[src/rtl/alu_sched.sv]
// Round-robin scheduler that shares one combinational ALU between NUM_REQ requesters.
// Operands are latched on accept, executed register-to-register, and returned on a one-hot response channel.

module alu #(
  parameter int unsigned REG_WIDTH = 8
) (
  input  logic [3:0]           instr_i,
  input  logic [REG_WIDTH-1:0] a_i,
  input  logic [REG_WIDTH-1:0] b_i,
  input  logic                 cin_i,
  output logic [REG_WIDTH-1:0] acc_o,
  output logic                 cout_o
);

  // SUB reports a borrow in cout_o; logic ops leave cout_o low
  always_comb begin
    acc_o  = '0;
    cout_o = 1'b0;
    case (instr_i)
      4'h0: acc_o = ~a_i;
      4'h1: acc_o = a_i & b_i;
      4'h2: acc_o = a_i | b_i;
      4'h3: acc_o = a_i ^ b_i;
      4'h4: {cout_o, acc_o} = (REG_WIDTH+1)'(a_i) + (REG_WIDTH+1)'(b_i) + (REG_WIDTH+1)'(cin_i);
      4'h5: {cout_o, acc_o} = (REG_WIDTH+1)'(a_i) - (REG_WIDTH+1)'(b_i) - (REG_WIDTH+1)'(cin_i);
      4'h6: acc_o = ~(a_i & b_i);
      4'h7: acc_o = ~(a_i | b_i);
      4'h8: acc_o = ~(a_i ^ b_i);
      default: begin
        acc_o  = '0;
        cout_o = 1'b0;
      end
    endcase
  end

endmodule

module alu_sched #(
  parameter int unsigned REG_WIDTH = 8,
  parameter int unsigned NUM_REQ   = 4
) (
  input  logic                         clk,
  input  logic                         reset_n,
  input  logic [NUM_REQ-1:0]           req_valid_i,
  output logic [NUM_REQ-1:0]           req_ready_o,
  input  logic [4*NUM_REQ-1:0]         req_instr_i,
  input  logic [REG_WIDTH*NUM_REQ-1:0] req_a_i,
  input  logic [REG_WIDTH*NUM_REQ-1:0] req_b_i,
  input  logic [NUM_REQ-1:0]           req_cin_i,
  output logic [NUM_REQ-1:0]           rsp_valid_o,
  input  logic [NUM_REQ-1:0]           rsp_ready_i,
  output logic [REG_WIDTH-1:0]         rsp_data_o,
  output logic                         rsp_cout_o,
  output logic                         rsp_err_o,
  output logic                         busy_o,
  output logic [15:0]                  ops_done_o
);

  localparam int unsigned IDX_W = (NUM_REQ > 1) ? $clog2(NUM_REQ) : 1;
  localparam int unsigned OPS_W = 16;

  localparam logic [1:0] ST_IDLE = 2'd0;
  localparam logic [1:0] ST_EXEC = 2'd1;
  localparam logic [1:0] ST_RESP = 2'd2;

  logic [1:0]           state_q, state_d;
  logic [IDX_W-1:0]     rr_ptr_q;
  logic [IDX_W-1:0]     grant_q;
  logic [3:0]           instr_q;
  logic [REG_WIDTH-1:0] a_q, b_q;
  logic                 cin_q;

  logic                 pick_found;
  logic [IDX_W-1:0]     pick_idx;
  logic                 accept;
  logic                 rsp_done;

  logic [REG_WIDTH-1:0] alu_acc;
  logic                 alu_cout;
  logic                 unsupported;

  // Rotating-priority search starting at rr_ptr and wrapping at NUM_REQ
  always_comb begin
    pick_found = 1'b0;
    pick_idx   = '0;
    for (int unsigned i = 0; i < NUM_REQ; i++) begin
      int unsigned cand;
      cand = (32'(rr_ptr_q) + i) % NUM_REQ;
      if (!pick_found && req_valid_i[IDX_W'(cand)]) begin
        pick_found = 1'b1;
        pick_idx   = IDX_W'(cand);
      end
    end
  end

  // Next-state and handshake decode; ready is forced low while reset is held
  always_comb begin
    state_d     = state_q;
    accept      = 1'b0;
    rsp_done    = 1'b0;
    req_ready_o = '0;
    case (state_q)
      ST_IDLE: begin
        if (pick_found) begin
          accept                = 1'b1;
          req_ready_o[pick_idx] = reset_n;
          state_d               = ST_EXEC;
        end
      end
      ST_EXEC: state_d = ST_RESP;
      ST_RESP: begin
        if (rsp_ready_i[grant_q]) begin
          rsp_done = 1'b1;
          state_d  = ST_IDLE;
        end
      end
      default: state_d = ST_IDLE;
    endcase
  end

  alu #(.REG_WIDTH(REG_WIDTH)) u_alu (
    .instr_i (instr_q),
    .a_i     (a_q),
    .b_i     (b_q),
    .cin_i   (cin_q),
    .acc_o   (alu_acc),
    .cout_o  (alu_cout)
  );

  assign unsupported = (instr_q > 4'h8);
  assign busy_o      = (state_q != ST_IDLE);

  always_ff @(posedge clk or negedge reset_n) begin
    if (!reset_n) begin
      state_q     <= ST_IDLE;
      rr_ptr_q    <= '0;
      grant_q     <= '0;
      instr_q     <= '0;
      a_q         <= '0;
      b_q         <= '0;
      cin_q       <= 1'b0;
      rsp_valid_o <= '0;
      rsp_data_o  <= '0;
      rsp_cout_o  <= 1'b0;
      rsp_err_o   <= 1'b0;
      ops_done_o  <= '0;
    end else begin
      state_q <= state_d;
      if (accept) begin
        grant_q  <= pick_idx;
        rr_ptr_q <= (pick_idx == IDX_W'(NUM_REQ - 1)) ? '0 : pick_idx + IDX_W'(1);
        instr_q  <= req_instr_i[pick_idx*4 +: 4];
        a_q      <= req_a_i[pick_idx*REG_WIDTH +: REG_WIDTH];
        b_q      <= req_b_i[pick_idx*REG_WIDTH +: REG_WIDTH];
        cin_q    <= req_cin_i[pick_idx];
      end
      // Result capture at the end of EXEC; unsupported opcodes return a zeroed error response
      if (state_q == ST_EXEC) begin
        rsp_valid_o <= NUM_REQ'(1) << grant_q;
        rsp_data_o  <= unsupported ? '0 : alu_acc;
        rsp_cout_o  <= unsupported ? 1'b0 : alu_cout;
        rsp_err_o   <= unsupported;
      end
      if (rsp_done) begin
        rsp_valid_o <= '0;
        if (ops_done_o != {OPS_W{1'b1}}) ops_done_o <= ops_done_o + OPS_W'(1);
      end
    end
  end

endmodule

[config.mk]
export PLATFORM = sky130hd
export DESIGN_NAME = alu_sched
export DESIGN_NICKNAME = d
export VERILOG_FILES = /design/src/rtl/alu_sched.sv
export SDC_FILE = /design/constraint.sdc
export NUM_CORES = 1
export LEC_CHECK = 0
export BUFFER_PORTS_ARGS = -buffer_cell sky130_fd_sc_hd__buf_4
export CAP_MARGIN = 5
export CORE_MARGIN = 1.5
export CORE_UTILIZATION = 45
export CTS_CLUSTER_SIZE = 20
export DETAILED_ROUTE_END_ITERATION = 10
export HOLD_SLACK_MARGIN = 0.15
export PLACE_DENSITY = 0.68
export SKIP_LAST_GASP = 1
export SYNTH_ARGS = -nofsm -noshare
export SYNTH_HDL_FRONTEND = slang
export SYNTH_SLANG_ARGS = --single-unit
[constraint.sdc]
create_clock -name clk -period 4 [get_ports clk]
set_input_delay 0.6 -clock clk [delete_from_list [all_inputs] [get_ports clk]]
set_output_delay 0.6 -clock clk [all_outputs]
set_load 0.01 [all_outputs]
==> results.md, run 1 <==
* Arrival time of the worst setup path at 2.10 ns
* Vias per cell at 5.635
* Clock tree buffer depth at 2
* Number of buffers added on ports at 128
* Critical path startpoint: rr_ptr_q[1]
* Clock slew at reported path FFs at 0.07 ns
* Hold Fails Final Rpt at 0
* Largest incremental delay on the critical path at 0.48 ns
* Count of buffers added by post-CTS timing repair for setup at 0
* Share of the yosys chip area belonging to registers at 0.3060
* Part of the power in combinational logic at 0.632
* Depth of the worst register-to-register path at 5
* Ranking of synthesized cells by area: dfrtp_1 (31%), mux4_2 (11%), ha_1 (9.4%)
* Power Internal at 2.707 mW
* Max capacitance violation total at 0
* Number of synthesized register bits at 57
* Count of flip-flops with a built-in enable after synthesis at 0
* Total Die Area at 10980 um^2
* Antenna cells at 0
* Type of element launching the critical path: register
* Post-Synthesis Net Count at 591
* RSZ-0062 raised after global routing: no
* Share of cells above drive strength 1 at 0.3625
* Clock latency at the later pin of the worst-skew pair at 0.35 ns
* Fraction of power consumed by the clock network at 0.127
* CORE AREA at 9910 um^2
* Top-Level Pins at 129
* Switching Power at 2.256 mW
* DP Wirelength at 8.684 mm
* Crit share post-route at 0.6738
* Critical-path top delay cell: o2bb2a_1
* Layout filler cell count at 829
* Placement Cell Area at 5708 um^2
* Area growth from synthesis to layout at 27.33%
* Vias at 4029
* DRC violation count after routing at 0
* Vertical die dimension at 104.8 um
* Number of global-route vias before repair at 4003
* Actual transition at the worst max-transition pin at 1.056 ns
* F_max at 371.0 MHz
* Count of H-tree levels built during CTS at 3
* Number of sinks on the clock net at 57
* Reg-to-reg setup timing slack at 1.39 ns
* Ordered cell list for the critical path: a21oi_1, o21ai_1, o2bb2a_1, inv_1, ha_1, and3_1, buf_4
* Switching power as a share of total power at 0.4546
* Global-route usage over all layers at 0.2160
* Capture point of the worst reg-to-reg path: rsp_data_o[2]
* Finished layout cell area at 5934 um^2
* Mean post-synth cell area at 10.18 um^2
* Yosys warnings at 0
* Share of the core filled with cells in the final layout at 0.5989
* Hold slack final at 0.3184 ns
* Cell Rows at 36
* Minimum clock period at 2.695 ns
* Area fraction of the dominant cell type after synthesis at 0.3060
* Antenna violations before repair at 0
* Pin count of the biggest net entering global routing at 62
* TritonCTS clock tree: done
* Highest fanout seen on the critical path at 9
* Routability congestion estimate from global placement at 0.9175
* Remaining antenna violation count at 0
* Min-Delay Path Class: input port to async pin
* Final setup skew at 0.01563 ns
* Final-report max-slew violation count at 0
* First-pass DRT Iterations at 5
* Final setup viols at 0
* Launch point of the worst reg-to-reg path: instr_q[2]
* Total placed cells including tap cells at 699
* Rel. slew slack at 0.2958
* Width of the die at 104.8 um
* First-pass GRT wire length at 19.18 mm
* Synth Cell Area at 4661 um^2
* Wire length per cell after detailed routing at 15.98 um
* Initial Util at 0.4703
* DRC violation total after the first TritonRoute iteration at 228
* Max VDD drop at 0.4371 mV
* Leakage power figure at 2.737 nW
* Power density cells at 836.3 nW/um^2
* Nets at 710
* Endpoint kind of the worst setup timing path: output port
* Number of standard cells in the layout, taps in and fillers out at 715
* Distinct cell type count after synthesis at 63
* Cell type contributing the most total cell area after synthesis: dfrtp_1
* Total wire length after detailed routing at 11.43 mm
* Hold buffer count at cts at 0
* Cell count after synthesis at 458
* Main synth FF type: dfrtp_1
* Root buf cell: clkbuf_8
* Post-Route Setup TNS at 0 ns
* Share of async-settable or async-resettable flops after synthesis at 1.000
* Last element of the critical path: req_ready_o[1]
* Worst setup path class: register to output port
* Relative contribution of sequential cells to total power at 0.241
* Total of cells resized after clock tree synthesis at 0
* Endpoint required time on the critical path at 3.40 ns
* GRT overflow at 0
* Status: finished clean
* TritonCTS Buffers at 9
[synthesized netlist by cell type (4+ instances only)]
master    instances
xor2_1            7
mux2i_1           5
inv_1            36
fa_1              4
nand2_1          24
a21oi_1          17
mux2_4           10
nor3_1           15
o31ai_1           7
mux4_2           23
nand3_1          13
mux2_2           19
a211oi_1         10
nand4_1           7
clkbuf_1         11
ha_1             35
buf_2             9
o31a_1            4
o21ai_0          26
nor4_1            5
xnor2_1          14
nor2_1           20
nand2b_1         12
dfrtp_1          57
and3_1            4
a21o_1            4
[cells in the final DEF (no fill, tap or decap), drive strengths merged, types with 5 or more instances in the layout]
cell type / n
mux2: 29
mux2i: 5
nor3: 15
a21oi: 17
xor2: 7
inv: 37
mux4: 23
nand2: 24
o31ai: 7
nand4: 7
xnor2: 14
clkbuf: 9
nor2: 21
nand2b: 12
a211oi: 11
ha: 35
dfrtp: 57
nor4: 5
nand3: 13
o21ai: 27
buf: 133
[through the flow]
step,power [mW],setup slack (ns)
floorplan,3.512,1.555
global placement,4.235,1.388
detailed placement,4.324,1.324
CTS,4.972,1.296
global route,5.391,1.141
finish,4.963,1.305
[layout make-up]
class                           instances  area (um^2)  share of cell area
Clock buffer                            9        123.9             0.02087
Sequential cell                        57         1426              0.2404
Timing Repair Buffer                  133        998.5              0.1682
Multi-Input combinational cell        340         2982              0.5024
Clock inverter                          7        102.6             0.01729
Inverter                               36        135.1             0.02277
Tap cell                              133        166.4             0.02804
[registers in the layout, summed over array words and instances, names as in the netlist]
signal / flops
state_q: 2
rr_ptr_q: 2
instr_q: 4
rsp_data_o: 8
ops_done_o: 16
rsp_valid_o: 4
a_q: 8
b_q: 8
grant_q: 2
cin_q: 1
rsp_cout_o: 1
rsp_err_o: 1
[power by group through the flow]
stage / Sequential, mW / Clock, mW / Combinational [mW]
2_1_floorplan: 1.02 / 0 / 2.50
3_3_place_gp: 1.18 / 0 / 3.05
3_5_place_dp: 1.20 / 0 / 3.12
4_1_cts: 1.19 / 0.642 / 3.14
5_1_grt: 1.24 / 0.667 / 3.48
6_report: 1.19 / 0.631 / 3.14
[metal layers]
layer,routed length (um),GRT usage,vias up
li1,-,-,1932
met1,5091,0.2887,1919
met2,5448,0.3576,161
met3,677,0.03119,17
met4,210,0.07534,0
met5,0,0,-
[critical path: cells and delay by family, from the launching register on]
family	cells	cell delay [ns]
AND/OR/NAND/NOR	1	0.16
buffers and inverters	2	0.26
AO/OA/AOI/OAI	3	0.70
flip-flops	1	0.45
adder cells (fa/ha/maj)	1	0.19
[cells by family after synthesis]
| kind of cell | count (synthesis) | share of synthesized area |
|---|---|---|
| AO/OA/AOI/OAI | 100 | 0.1450 |
| multiplexers | 57 | 0.2000 |
| adder cells (fa/ha/maj) | 39 | 0.1111 |
| buffers and inverters | 61 | 0.05476 |
| AND/OR/NAND/NOR | 123 | 0.1436 |
| XOR/XNOR | 21 | 0.03946 |
| flip-flops | 57 | 0.3060 |
[how the worst min path moves through the flow]
| stage | from | to | slack (ns) |
|---|---|---|---|
| floorplan | reset_n | a_q[0] | 0.30 |
| global placement | rsp_data_o[4] | rsp_data_o[4] | 0.46 |
| detailed placement | rsp_data_o[4] | rsp_data_o[4] | 0.47 |
| CTS | reset_n | b_q[4] | 0.36 |
| global route | reset_n | ops_done_o[10] | 0.38 |
| finish | reset_n | rsp_data_o[6] | 0.32 |
No activity file was read; power rests on OpenSTA's default activity.
==> run 2: changes to the inputs <==
ABC_AREA = 1   (was default)
clock period = 2.7 ns   (was 4 ns; I/O delays follow)
==> run 2 against run 1 <==
  * Largest cell class unchanged
  * Register-to-register slack worse by 1.3 ns
  * Global-route usage up 3.5 points
  * Power up 73%
  * Largest power group unchanged
  * Critical endpoint unchanged
==> results.md, run 2 <==
* Status: finished clean (unchanged)
* Final setup viols at 0 (unchanged)
* Hold Fails Final Rpt at 0 (unchanged)
* Rel. slew slack at 0.4567 (was 0.2958)
* Post-Route Setup TNS at 0 ns (unchanged)
* Launch point of the worst reg-to-reg path: rr_ptr_q[0] (was instr_q[2])
* Vertical die dimension at 107.8 um (was 104.8 um)
* DRC violation count after routing at 0 (unchanged)
* Endpoint kind of the worst setup timing path: output port (unchanged)
* Global-route usage over all layers at 0.2507 (was 0.2160)
* Vias at 5342 (was 4029)
* Hold path depth at 5
* Post-synthesis share of cell area spent on xor and xnor gates at 0.03015 (was 0.03946)
* Worst setup path class: register to output port (unchanged)
* Share of the yosys chip area belonging to registers at 0.2888 (was 0.3060)
* Area fraction of the dominant cell type after synthesis at 0.2888 (was 0.3060)
* Largest family of logic cells by synthesized area: simple AND/OR/NAND/NOR gates (was multiplexers)
* Largest incremental delay on the critical path at 0.47 ns (was 0.48 ns)
* Number of sinks on the clock net at 57 (unchanged)
* Mean post-synth cell area at 6.498 um^2 (was 10.18 um^2)
* Final setup skew at 0.01118 ns (was 0.01563 ns)
* Power density cells at 1336 nW/um^2 (was 836.3 nW/um^2)
* Number of global-route vias before repair at 4934 (was 4003)
* Complex-gate fraction of the synthesized area at 0.08741 (was 0.1450)
* Min-Delay Path Class: input port to register (was input port to async pin)
* Endpoint with the worst hold slack: instr_q[1]
* Critical-path top delay cell: dfrtp_2 (was o2bb2a_1)
* Highest fanout seen on the critical path at 9 (unchanged)
* Post-synthesis share of cell area spent on and, or, nand and nor gates at 0.3902 (was 0.1436)
* Antenna cells at 0 (unchanged)
* Top cell types by occurrence after synthesis: nand2_1 (313), inv_1 (93), nand3_1 (73) (was dfrtp_1 (57), inv_1 (36), ha_1 (35))
* Ordered cell list for the critical path: clkinv_4, buf_4, nand2_1, nand3_2, nand2_1, nand2_2, nand3_4, nand3_4, inv_4, ha_1, inv_1, nor2_1, buf_4 (was a21oi_1, o21ai_1, o2bb2a_1, inv_1, ha_1, and3_1, buf_4)
* Cell count after synthesis at 760 (was 458)
* GRT overflow at 0 (unchanged)
* Distinct cell type count after synthesis at 36 (was 63)
* Pin count of the biggest net entering global routing at 39 (was 62)
* DP Wirelength at 10.67 mm (was 8.684 mm)
* Multiplexer share of the synthesized area at 0 (was 0.2000)
* Leakage power figure at 3.547 nW (was 2.737 nW)
* Vias per cell at 5.078 (was 5.635)
* Share of async-settable or async-resettable flops after synthesis at 1.000 (unchanged)
* Arrival time of the worst setup path at 2.24 ns (was 2.10 ns)
* DRC violation total after the first TritonRoute iteration at 312 (was 228)
* First-pass DRT Iterations at 5 (unchanged)
* Ranking of synthesized cells by area: dfrtp_1 (29%), nand2_1 (24%), ha_1 (8.9%) (was dfrtp_1 (31%), mux4_2 (11%), ha_1 (9.4%))
* Yosys warnings at 0 (unchanged)
* Initial Util at 0.4576 (was 0.4703)
* Max VDD drop at 1.072 mV (was 0.4371 mV)
* Total wire length after detailed routing at 13.98 mm (was 11.43 mm)
* Depth of the worst register-to-register path at 17 (was 5)
* Reg-to-reg setup timing slack at 0.14 ns (was 1.39 ns)
* Area growth from synthesis to layout at 29.92% (was 27.33%)
* TritonCTS clock tree: done (unchanged)
* Library cell with the highest instance count after synthesis: nand2_1 (was dfrtp_1)
* CORE AREA at 10790 um^2 (was 9910 um^2)
* Flip-flop count of the largest register, all copies and words added at 16 (unchanged)
* Leading cell types in the layout, fill and taps excluded: nand2_1 (307), buf_4 (153), inv_1 (91), nand3_1 (68), dfrtp_1 (56) (was buf_4 (133), dfrtp_1 (57), inv_1 (36), ha_1 (35), o21ai_0 (26))
* Routability congestion estimate from global placement at 0.9361 (was 0.9175)
* Area taken by flip-flops and latches at 1428 um^2 (was 1426 um^2)
* Minimum clock period at 2.641 ns
* Adder and majority cell fraction of the synthesized area at 0.1049 (was 0.1111)
* Count of H-tree levels built during CTS at 3 (unchanged)
* Root buf cell: clkbuf_8 (unchanged)
* Final-report max-slew violation count at 0 (unchanged)
* Actual transition at the worst max-transition pin at 0.8120 ns (was 1.056 ns)
* Remaining antenna violation count at 0 (unchanged)
* Clock slew at reported path FFs at 0.07 ns (about the same)
* Share of cells above drive strength 1 at 0.2215 (was 0.3625)
* Critical hold path startpoint: req_instr_i[13]
* Clock latency at the later pin of the worst-skew pair at 0.35 ns (about the same)
* Count of flip-flops with a built-in enable after synthesis at 0 (unchanged)
* Cell Rows at 38 (was 36)
* Top reg by flops: ops_done_o (unchanged)
* First-pass GRT wire length at 23.34 mm (was 19.18 mm)
* Most common library cell in the layout ignoring fill and taps: nand2_1 (was buf_4)
* Multi-input combinational cell area at 3108 um^2 (was 2982 um^2)
* Main synth FF type: dfrtp_1 (unchanged)
* Total Die Area at 11610 um^2 (was 10980 um^2)
* Synth Cell Area at 4938 um^2 (was 4661 um^2)
* Capture point of the worst reg-to-reg path: a_q[3] (was rsp_data_o[2])
* Layout filler cell count at 1026 (was 829)
* Cell type contributing the most total cell area after synthesis: dfrtp_1 (unchanged)
* Width of the die at 107.8 um (was 104.8 um)
* Nets at 1042 (was 710)
* Endpoint required time on the critical path at 2.30 ns (was 3.40 ns)
* Type of element launching the critical path: register (unchanged)
* Number of standard cells in the layout, taps in and fillers out at 1052 (was 715)
* Crit share post-route at 0.9780
* TritonCTS Buffers at 9 (unchanged)
* RSZ-0062 raised after global routing: yes (was no)
* Clock tree buffer depth at 2 (unchanged)
* F_max at 378.7 MHz
* Max capacitance violation total at 0 (unchanged)
* Post-Synthesis Net Count at 893 (was 591)
* Total placed cells including tap cells at 1020 (was 699)
* Top-Level Pins at 129 (unchanged)
* Antenna violations before repair at 0 (unchanged)
* Number of buffers added on ports at 128 (unchanged)
* Number of synthesized register bits at 57 (unchanged)
* Wire length per cell after detailed routing at 13.29 um (was 15.98 um)
[run 2: cells by family after synthesis]
logic type,Yosys count
and+or+nand+nor,457
buffers and inverters,117
AOI/OAI and AO/OA,73
DFF,57
adders and majority gates,39
xor gates and xnor gates,17
[run 2: how the worst max path moves through the flow]
stage / startpoint / to / slack (ns) / cells past startpoint
floorplan: rr_ptr_q[0] / req_ready_o[3] / 0.39 / 14
global placement: b_q[0] / rsp_data_o[6] / 0.26 / 12
detailed placement: b_q[0] / rsp_cout_o / 0.13 / 13
CTS: rr_ptr_q[0] / req_ready_o[3] / 0.003 / 12
global route: rr_ptr_q[0] / req_ready_o[0] / -0.07 / 13
finish: rr_ptr_q[0] / req_ready_o[1] / 0.06 / 13
[run 2: final cells by class]
class,instances,area share
clock buffers,10,0.01989
clock inverters,4,0.003510
inverters,100,0.06006
multi-input cells,586,0.4844
flip-flops and latches,57,0.2225
well taps,140,0.02730
repair buffers,155,0.1823
[run 2: critical path: cells and delay by family, from the launching register on]
family        cells  cell delay (ns)
fa+ha+maj         1             0.15
buf+inv           5             0.49
flops             1             0.47
simple gates      7             0.77
[run 2: where the power goes]
group	total (mW)	internal [mW]	switching, mW
Clock	0.665	0.317	0.348
Sequential	1.56	1.21	0.354
Combinational	6.35	2.39	3.95
Total	8.57	3.92	4.65
[run 2: stage by stage]
stage / setup WS, ns / total power, mW / utilization / area (um^2) / hold slack, ns
2_1_floorplan: 0.3915 / 5.865 / - / 4938 / 0.1094
3_3_place_gp: 0.2631 / 7.203 / 0.5592 / 6036 / 0.3392
3_5_place_dp: 0.1327 / 7.353 / 0.5592 / 6036 / 0.3438
4_1_cts: 0.003169 / 8.097 / 0.5765 / 6222 / 0.3616
5_1_grt: -0.07175 / 9.501 / 0.5945 / 6416 / 0.3717
6_report: 0.05944 / 8.572 / 0.5945 / 6416 / 0.3751
[run 2: repair_timing]
item / 4_1_cts / 5_1_grt
endpoints found under the hold margin: 23 / 0
setup buffers: 2 / 15
hold buffers: 1 / 0
pin swaps: 1 / 8
endpoints found under the setup margin: 4 / 6
resized for setup: 3 / 27
[run 2: per-layer routing]
layer | global-route usage | share of wire | wire length, um | vias up
li1 | - | - | - | 2720
met1 | 0.3504 | 0.48 | 6699 | 2427
met2 | 0.3999 | 0.45 | 6338 | 178
met3 | 0.04479 | 0.055 | 764 | 17
met4 | 0.06297 | 0.013 | 176 | 0
met5 | 0 | 0 | 0 | -
